## config.mk

```make
export PLATFORM = sky130hd
export DESIGN_NAME = alu_input_sequencer_flat
export DESIGN_NICKNAME = d
export VERILOG_FILES = /design/src/rtl/alu_input_sequencer_if.sv /design/src/rtl/alu_input_sequencer.sv /design/src/flat_wrapper.sv
export SDC_FILE = /design/constraint.sdc
export NUM_CORES = 1
export LEC_CHECK = 0
export ABC_AREA = 1
export BUFFER_PORTS_ARGS = -buffer_cell sky130_fd_sc_hd__buf_2
export CORE_AREA = 10 10 51 63
export CTS_BUF_LIST = sky130_fd_sc_hd__clkbuf_16
export CTS_CLUSTER_DIAMETER = 50
export DETAILED_ROUTE_END_ITERATION = 16
export DIE_AREA = 0 0 61 73
export HOLD_SLACK_MARGIN = 0.02
export PLACE_DENSITY = 0.8
export RECOVER_POWER = 50
export REMOVE_ABC_BUFFERS = 1
export SLEW_MARGIN = 20
export SYNTH_ARGS = -nofsm -noshare
export SYNTH_HDL_FRONTEND = slang
export SYNTH_SLANG_ARGS = --single-unit
```

## constraint.sdc

```tcl
create_clock -name clk -period 2.8 [get_ports clk]
set_input_delay 0.42 -clock clk [delete_from_list [all_inputs] [get_ports clk]]
set_output_delay 0.42 -clock clk [all_outputs]
set_load 0.01 [all_outputs]
```

## src/rtl/alu_input_sequencer_if.sv

```systemverilog
// Bundles the switch/button inputs, the ALU operand/result path and the display outputs
// of the ALU input sequencer. Master is the sequencer; slave is the board/ALU side.
interface alu_input_sequencer_if #(
    parameter int N = 4
);
    logic         btn;
    logic [N-1:0] data_in;
    logic [1:0]   op_in;
    logic [N-1:0] alu_result;
    logic         alu_z;
    logic         alu_c;
    logic         alu_v;
    logic         alu_n;
    logic [N-1:0] SrcA;
    logic [N-1:0] SrcB;
    logic [1:0]   operation;
    logic [N-1:0] result_q;
    logic [3:0]   flags_q;
    logic [2:0]   state_o;
    logic         done;

    modport master (
        input  btn, data_in, op_in, alu_result, alu_z, alu_c, alu_v, alu_n,
        output SrcA, SrcB, operation, result_q, flags_q, state_o, done
    );

    modport slave (
        output btn, data_in, op_in, alu_result, alu_z, alu_c, alu_v, alu_n,
        input  SrcA, SrcB, operation, result_q, flags_q, state_o, done
    );
endinterface

```

## src/rtl/alu_input_sequencer.sv

```systemverilog
// Collects A, B and the opcode over three button presses, runs one ALU execute cycle,
// then holds the captured result and flags for display until the next press.
module alu_input_sequencer #(
    parameter int N = 4
) (
    input  logic                    clk,
    input  logic                    rst_n,
    alu_input_sequencer_if.master   bus
);
    typedef enum logic [2:0] {
        S_A    = 3'd0,
        S_B    = 3'd1,
        S_OP   = 3'd2,
        S_EXEC = 3'd3,
        S_SHOW = 3'd4
    } state_t;

    state_t       state_reg;
    state_t       state_next;
    logic [2:0]   sync_reg;
    logic         press;
    logic         load_a;
    logic         load_b;
    logic         load_op;
    logic         capture;
    logic [N-1:0] src_a_reg;
    logic [N-1:0] src_b_reg;
    logic [1:0]   operation_reg;
    logic [N-1:0] result_reg;
    logic [3:0]   flags_reg;

    // sync_reg[0..1] is the two-stage synchronizer, sync_reg[2] the edge-detect delay
    always_ff @(posedge clk or negedge rst_n) begin
        if (!rst_n) begin
            sync_reg <= '0;
        end else begin
            sync_reg <= {sync_reg[1:0], bus.btn};
        end
    end

    assign press = sync_reg[1] & ~sync_reg[2];

    always_ff @(posedge clk or negedge rst_n) begin
        if (!rst_n) begin
            state_reg <= S_A;
        end else begin
            state_reg <= state_next;
        end
    end

    always_comb begin
        state_next = state_reg;
        load_a     = 1'b0;
        load_b     = 1'b0;
        load_op    = 1'b0;
        capture    = 1'b0;
        case (state_reg)
            S_A: begin
                if (press) begin
                    load_a     = 1'b1;
                    state_next = S_B;
                end
            end
            S_B: begin
                if (press) begin
                    load_b     = 1'b1;
                    state_next = S_OP;
                end
            end
            S_OP: begin
                if (press) begin
                    load_op    = 1'b1;
                    state_next = S_EXEC;
                end
            end
            S_EXEC: begin
                capture    = 1'b1;
                state_next = S_SHOW;
            end
            S_SHOW: begin
                if (press) begin
                    state_next = S_A;
                end
            end
            default: begin
                state_next = S_A;
            end
        endcase
    end

    // Switches are quasi-static, so they are sampled directly on the load edge
    always_ff @(posedge clk or negedge rst_n) begin
        if (!rst_n) begin
            src_a_reg     <= '0;
            src_b_reg     <= '0;
            operation_reg <= 2'b00;
            result_reg    <= '0;
            flags_reg     <= 4'b0000;
        end else begin
            if (load_a) begin
                src_a_reg <= bus.data_in;
            end
            if (load_b) begin
                src_b_reg <= bus.data_in;
            end
            if (load_op) begin
                operation_reg <= bus.op_in;
            end
            if (capture) begin
                result_reg <= bus.alu_result;
                flags_reg  <= {bus.alu_n, bus.alu_z, bus.alu_c, bus.alu_v};
            end
        end
    end

    assign bus.SrcA      = src_a_reg;
    assign bus.SrcB      = src_b_reg;
    assign bus.operation = operation_reg;
    assign bus.result_q  = result_reg;
    assign bus.flags_q   = flags_reg;
    assign bus.state_o   = state_reg;
    assign bus.done      = (state_reg == S_SHOW);
endmodule
```

## src/flat_wrapper.sv

```systemverilog
// flat-port wrapper written by rule: the top's interface ports become plain ports
module alu_input_sequencer_flat 
#(
    parameter int N = 4
)
  (clk, rst_n, bus_btn, bus_data_in, bus_op_in, bus_alu_result, bus_alu_z, bus_alu_c, bus_alu_v, bus_alu_n, bus_SrcA, bus_SrcB, bus_operation, bus_result_q, bus_flags_q, bus_state_o, bus_done);
  alu_input_sequencer_if #(.N(N)) bus_i ();
  input  logic clk;
  input  logic rst_n;
  input wire logic [$bits(bus_i.btn)-1:0] bus_btn;
  input wire logic [$bits(bus_i.data_in)-1:0] bus_data_in;
  input wire logic [$bits(bus_i.op_in)-1:0] bus_op_in;
  input wire logic [$bits(bus_i.alu_result)-1:0] bus_alu_result;
  input wire logic [$bits(bus_i.alu_z)-1:0] bus_alu_z;
  input wire logic [$bits(bus_i.alu_c)-1:0] bus_alu_c;
  input wire logic [$bits(bus_i.alu_v)-1:0] bus_alu_v;
  input wire logic [$bits(bus_i.alu_n)-1:0] bus_alu_n;
  output wire logic [$bits(bus_i.SrcA)-1:0] bus_SrcA;
  output wire logic [$bits(bus_i.SrcB)-1:0] bus_SrcB;
  output wire logic [$bits(bus_i.operation)-1:0] bus_operation;
  output wire logic [$bits(bus_i.result_q)-1:0] bus_result_q;
  output wire logic [$bits(bus_i.flags_q)-1:0] bus_flags_q;
  output wire logic [$bits(bus_i.state_o)-1:0] bus_state_o;
  output wire logic [$bits(bus_i.done)-1:0] bus_done;
  assign bus_i.btn = bus_btn;
  assign bus_i.data_in = bus_data_in;
  assign bus_i.op_in = bus_op_in;
  assign bus_i.alu_result = bus_alu_result;
  assign bus_i.alu_z = bus_alu_z;
  assign bus_i.alu_c = bus_alu_c;
  assign bus_i.alu_v = bus_alu_v;
  assign bus_i.alu_n = bus_alu_n;
  assign bus_SrcA = bus_i.SrcA;
  assign bus_SrcB = bus_i.SrcB;
  assign bus_operation = bus_i.operation;
  assign bus_result_q = bus_i.result_q;
  assign bus_flags_q = bus_i.flags_q;
  assign bus_state_o = bus_i.state_o;
  assign bus_done = bus_i.done;
  alu_input_sequencer #(.N(N)) u_core (.clk(clk), .rst_n(rst_n), .bus(bus_i));
endmodule
```

# Word-level counts from Yosys, hierarchy flattened
# Index checks and enable logic that the tools add are counted.
dict set report word_totals {
  regBits 24
  inputBits 17
  output_inout_bits 22
  word_cells 29
}
dict set report op_classes {
  eq_ne 8
  mux 10
  bitwise 2
  n_reduce_logical 2
}
# operator n
set op_table {}
lappend op_table {{one-hot mux 3 bit (5 select lines)} 1}
lappend op_table {{two-way mux 3 bit} 4}
lappend op_table {{inequality test 2 x 1 -> 1 bit (second input constant)} 4}
lappend op_table {{equality test 3 x 2 -> 1 bit (second input constant)} 2}
lappend op_table {{two-way mux 1 bit} 5}
lappend op_table {{AND reduction 4 bit} 1}
lappend op_table {{equality test 3 x 1 -> 1 bit (second input constant)} 1}
lappend op_table {{equality test 3 bit (second input constant)} 1}
lappend op_table {{zero test 3 bit} 1}
lappend op_table {{bitwise AND 1 bit} 1}
lappend op_table {{inverter 1 bit} 1}

# Longest topological paths before layout
dict set report logic_depth {
  ltp_word 4
  depth_mapped 5
  mapped_depth_nobuf 5
}

# Least setup slack after synthesis
# Ideal clock, no wire load.
dict set report synth_path {
  kind {register -> output}
  startpoint {register u_core.state_reg[0] (netlist: u_core.bus.state_o[0])}
  endpoint {output port bus_done}
  t_arrival_ps 842
  required_ps 2380
  slack_ps 1538
  stages_incl_launch_ff 3
  path_buffers 1
  cell_sequence {dfrtp_1 -> buf_4 -> nor3_2}
}
dict set report synth_via {
  elab_chain_cells 1
}
# element line_no
set synth_lines {}
lappend synth_lines {{from (decl)} alu_input_sequencer.sv:18} ;# state_t state_reg;
lappend synth_lines {{from (signal assigned)} alu_input_sequencer.sv:47} ;# state_reg <= state_next;
lappend synth_lines {{equality test 3 bit} alu_input_sequencer.sv:122} ;# assign bus.done = (state_reg == S_SHOW);
lappend synth_lines {{to (decl)} flat_wrapper.sv:24} ;# output wire logic [$bits(bus_i.done)-1:0] bus_done;
# Every way passes these cells.

# Final worst setup path
# Ends and elaborated chain as after synthesis.

==> summary.md <==
| Metric | Value |
|---|---|
| Status | `completed` |
| Syn Area/Cell | `9.89 µm²` |
| Internal power | `873 µW` |
| Setup violations, final | `0` |
| Post-CTS Setup Inserts | `0` |
| Hold buffers post-CTS | `0` |
| Relative slew margins | `0.193` |
| DRT antenna net count | `0` |
| Synth Register Bits | `24` |
| GR Util All Layers | `0.110` |
| P&R area growth vs syn | `24.3%` |
| DP Worst Slack | `1.43 ns` |
| Psw | `531 µW` |
| Worst Path Required | `between 2 and 2.5 ns` |
| GR Overflow Total | `0` |
| Post-synthesis cell type count | `16` |
| Clock slew at reported path FFs | `0.06 ns` |
| CP Class | `flop to primary output` |
| Sequential power share | `0.430` |
| Vias in the first global route | `938` |
| Drc violations | `0` |
| Post-synthesis instance total | `roughly 100` |
| CTS Buf Count | `3` |
| Min-Delay Path Class | `input pin to flop` |
| Antenna cells | `0` |
| F_max | `0.609 GHz` |
| Slew Viols, Final | `0` |
| Fin Clk Skew | `0.00204 ns` |
| Setup ws final | `1.16 ns` |
| PD cells | `between 1000 and 1500 nW/µm²` |
| Die X | `61 µm` |
| H-tree Lvls | `1` |
| Unrepaired setup endpoints after global routing | `false` |
| Post-synthesis sequential area ratio | `0.602` |
| Max VDD drop | `0.706 mV` |
| Setup crit end kind | `primary output` |
| Max cap viols | `0` |
| Routed WL per cell | `14.1 µm` |
| Post-Route Setup TNS | `0 ns` |
| Period utilisation layout | `0.586` |
| Port bufs | `38` |
| Initial Util | `0.477` |
| Layout cell share with drive strength beyond 1 | `0.295` |
| First-pass GRT wire length | `~3800 µm` |
| Initial antenna violation count | `0` |
| CP max stage delay | `0.52 ns` |
| Worst slew pin tran | `1.21 ns` |
| Root buf cell | `clkbuf_16` |
| Final net count | `157` |
| Combinational power share | `0.349` |
| Vias | `~830` |
| Final HPWL DP | `1720 µm` |
| Initial DRC count | `24` |
| Pre-antenna DRT Iters | `4` |
| CTS tree | `done` |
| Net Sw Frac | `0.378` |
| Post-Route WL | `2260 µm` |
| Post-cts sizing count | `0` |
| Crit Path Max Fanout | `10` |
| Total die area | `4450 µm²` |
| FP Rows | `19` |
| Setup crit start kind | `flop` |
| Routed vias/inst | `5.16` |
| Core ar. | `2090 µm²` |
| Critical path arrival | `around 1.2 ns` |
| Hold Fails Final Rpt | `0` |
| Clock Path Buffers | `2` |
| Layout Cells excl Fill | `160` |
| Total leakage power | `just under 0.0007 µW` |
| Pin count of the biggest net entering global routing | `25` |
| Post-synth design cell area | `around 1000 µm²` |
| Dpl cells | `156` |
| I/O Pins | `39` |
| Crit-path cells | `nor3_2 -> buf_2` |
| GP Congestion | `0.824` |
| Worst-Skew Late Latency | `approximately 0.26 ns` |
| Die Height | `73 µm` |
| Critical-path top delay cell | `dfrtp_1` |
| Clock power share | `0.222` |
| Synth warn | `0` |
| CTS sink cnt | `24` |
| Tmin final | `1.64 ns` |
## logic make-up (layout without fill, tap and decap cells)
family                 after synthesis  in the layout  synth area share
AO/OA/AOI/OAI                        9              9            0.0489
buffers and inverters               16             54            0.0764
flip-flops                          24             24             0.602
AND/OR/NAND/NOR                     52             52             0.273
## worst max-delay path: cells and delay by family (launching register included)
family	cells	cell delay [ns]
buf+inv	1	0.17
flops	1	0.52
simple gates	1	0.27
## layout make-up
class / count / area [µm²]
inverter: 12 / 45.0
multi-input combinational: 61 / 309
fill: 208 / 851
clock inverter: 1 / 3.75
sequential: 24 / 601
timing repair buffer: 38 / 181
clock buffer: 3 / 75.1
tap: 21 / 26.3
## power groups by stage
| stage | clock network [µW] | logic, µW | registers (µW) |
|---|---|---|---|
| floorplan | 0 | 216 | 679 |
| global placement | 0 | 502 | 601 |
| detailed placement | 0 | 519 | 613 |
| CTS | 314 | 522 | 608 |
| global route | 330 | 571 | 629 |
| finish | 311 | 490 | 603 |
## stage by stage
step / utilization / cell area, µm² / hold WS (ns) / total power (µW)
final: 0.593 / 1240 / 0.263 / 1400
after global routing: 0.593 / 1240 / 0.260 / 1530
after CTS: 0.603 / 1260 / 0.152 / 1440
after detailed placement: 0.566 / 1180 / 0.337 / 1130
after global placement: 0.566 / 1180 / 0.333 / 1100
after floorplan: - / 967 / 0.124 / 894
## per-layer routing
metal | global-route usage | part of all wire
met5 | 0 | 0
met2 | 0.168 | 0.44
met3 | 0.0523 | 0.14
met4 | 0.0611 | 0.021
met1 | 0.120 | 0.40
## cells in the mapped netlist
| cell type | n | area, µm² |
|---|---|---|
| buf_2 | 1 | 5.00 |
| buf_4 | 2 | 15.0 |
| buf_6 | 1 | 11.3 |
| dfrtp_1 | 24 | 601 |
| inv_1 | 11 | 41.3 |
| inv_2 | 1 | 3.75 |
| nand2_1 | 33 | 124 |
| nand3_1 | 3 | 15.0 |
| nand3_2 | 1 | 10.0 |
| nand3_4 | 1 | 17.5 |
| nand4_1 | 10 | 62.6 |
| nor2_4 | 3 | 33.8 |
| nor3_2 | 1 | 10.0 |
| o21ai_0 | 1 | 5.00 |
| o21ai_1 | 7 | 35.0 |
| o21ai_2 | 1 | 8.76 |
## worst paths after layout
path	from	end	slack, ns	depth (start not counted)
setup / recovery	u_core.bus.state_o[0]	bus_done	1.16	2
hold / removal	bus_btn	u_core.sync_reg[0]	0.26	1
setup reg to reg	u_core.bus.state_o[0]	u_core.bus.result_q[3]	1.27	3
hold reg to reg	u_core.sync_reg[0]	u_core.sync_reg[1]	0.35	0
max in group asynchronous	rst_n	u_core.bus.operation[0]	1.69	1
min in group asynchronous	rst_n	u_core.bus.SrcA[1]	0.39	1
## cells in the final DEF (no fill, tap or decap)
| cell | n |
|---|---|
| nand2_1 | 33 |
| buf_2 | 31 |
| dfrtp_1 | 24 |
| inv_1 | 11 |
| nand4_1 | 10 |
| o21ai_1 | 7 |
| clkbuf_1 | 7 |
| nand3_1 | 4 |
| nor2_4 | 3 |
| clkbuf_16 | 3 |
| inv_2 | 1 |
| nor3_2 | 1 |
| nand3_2 | 1 |
| o21ai_2 | 1 |
| o21ai_0 | 1 |
| clkinv_1 | 1 |
Note: power is estimated with default switching activity, not from simulation.
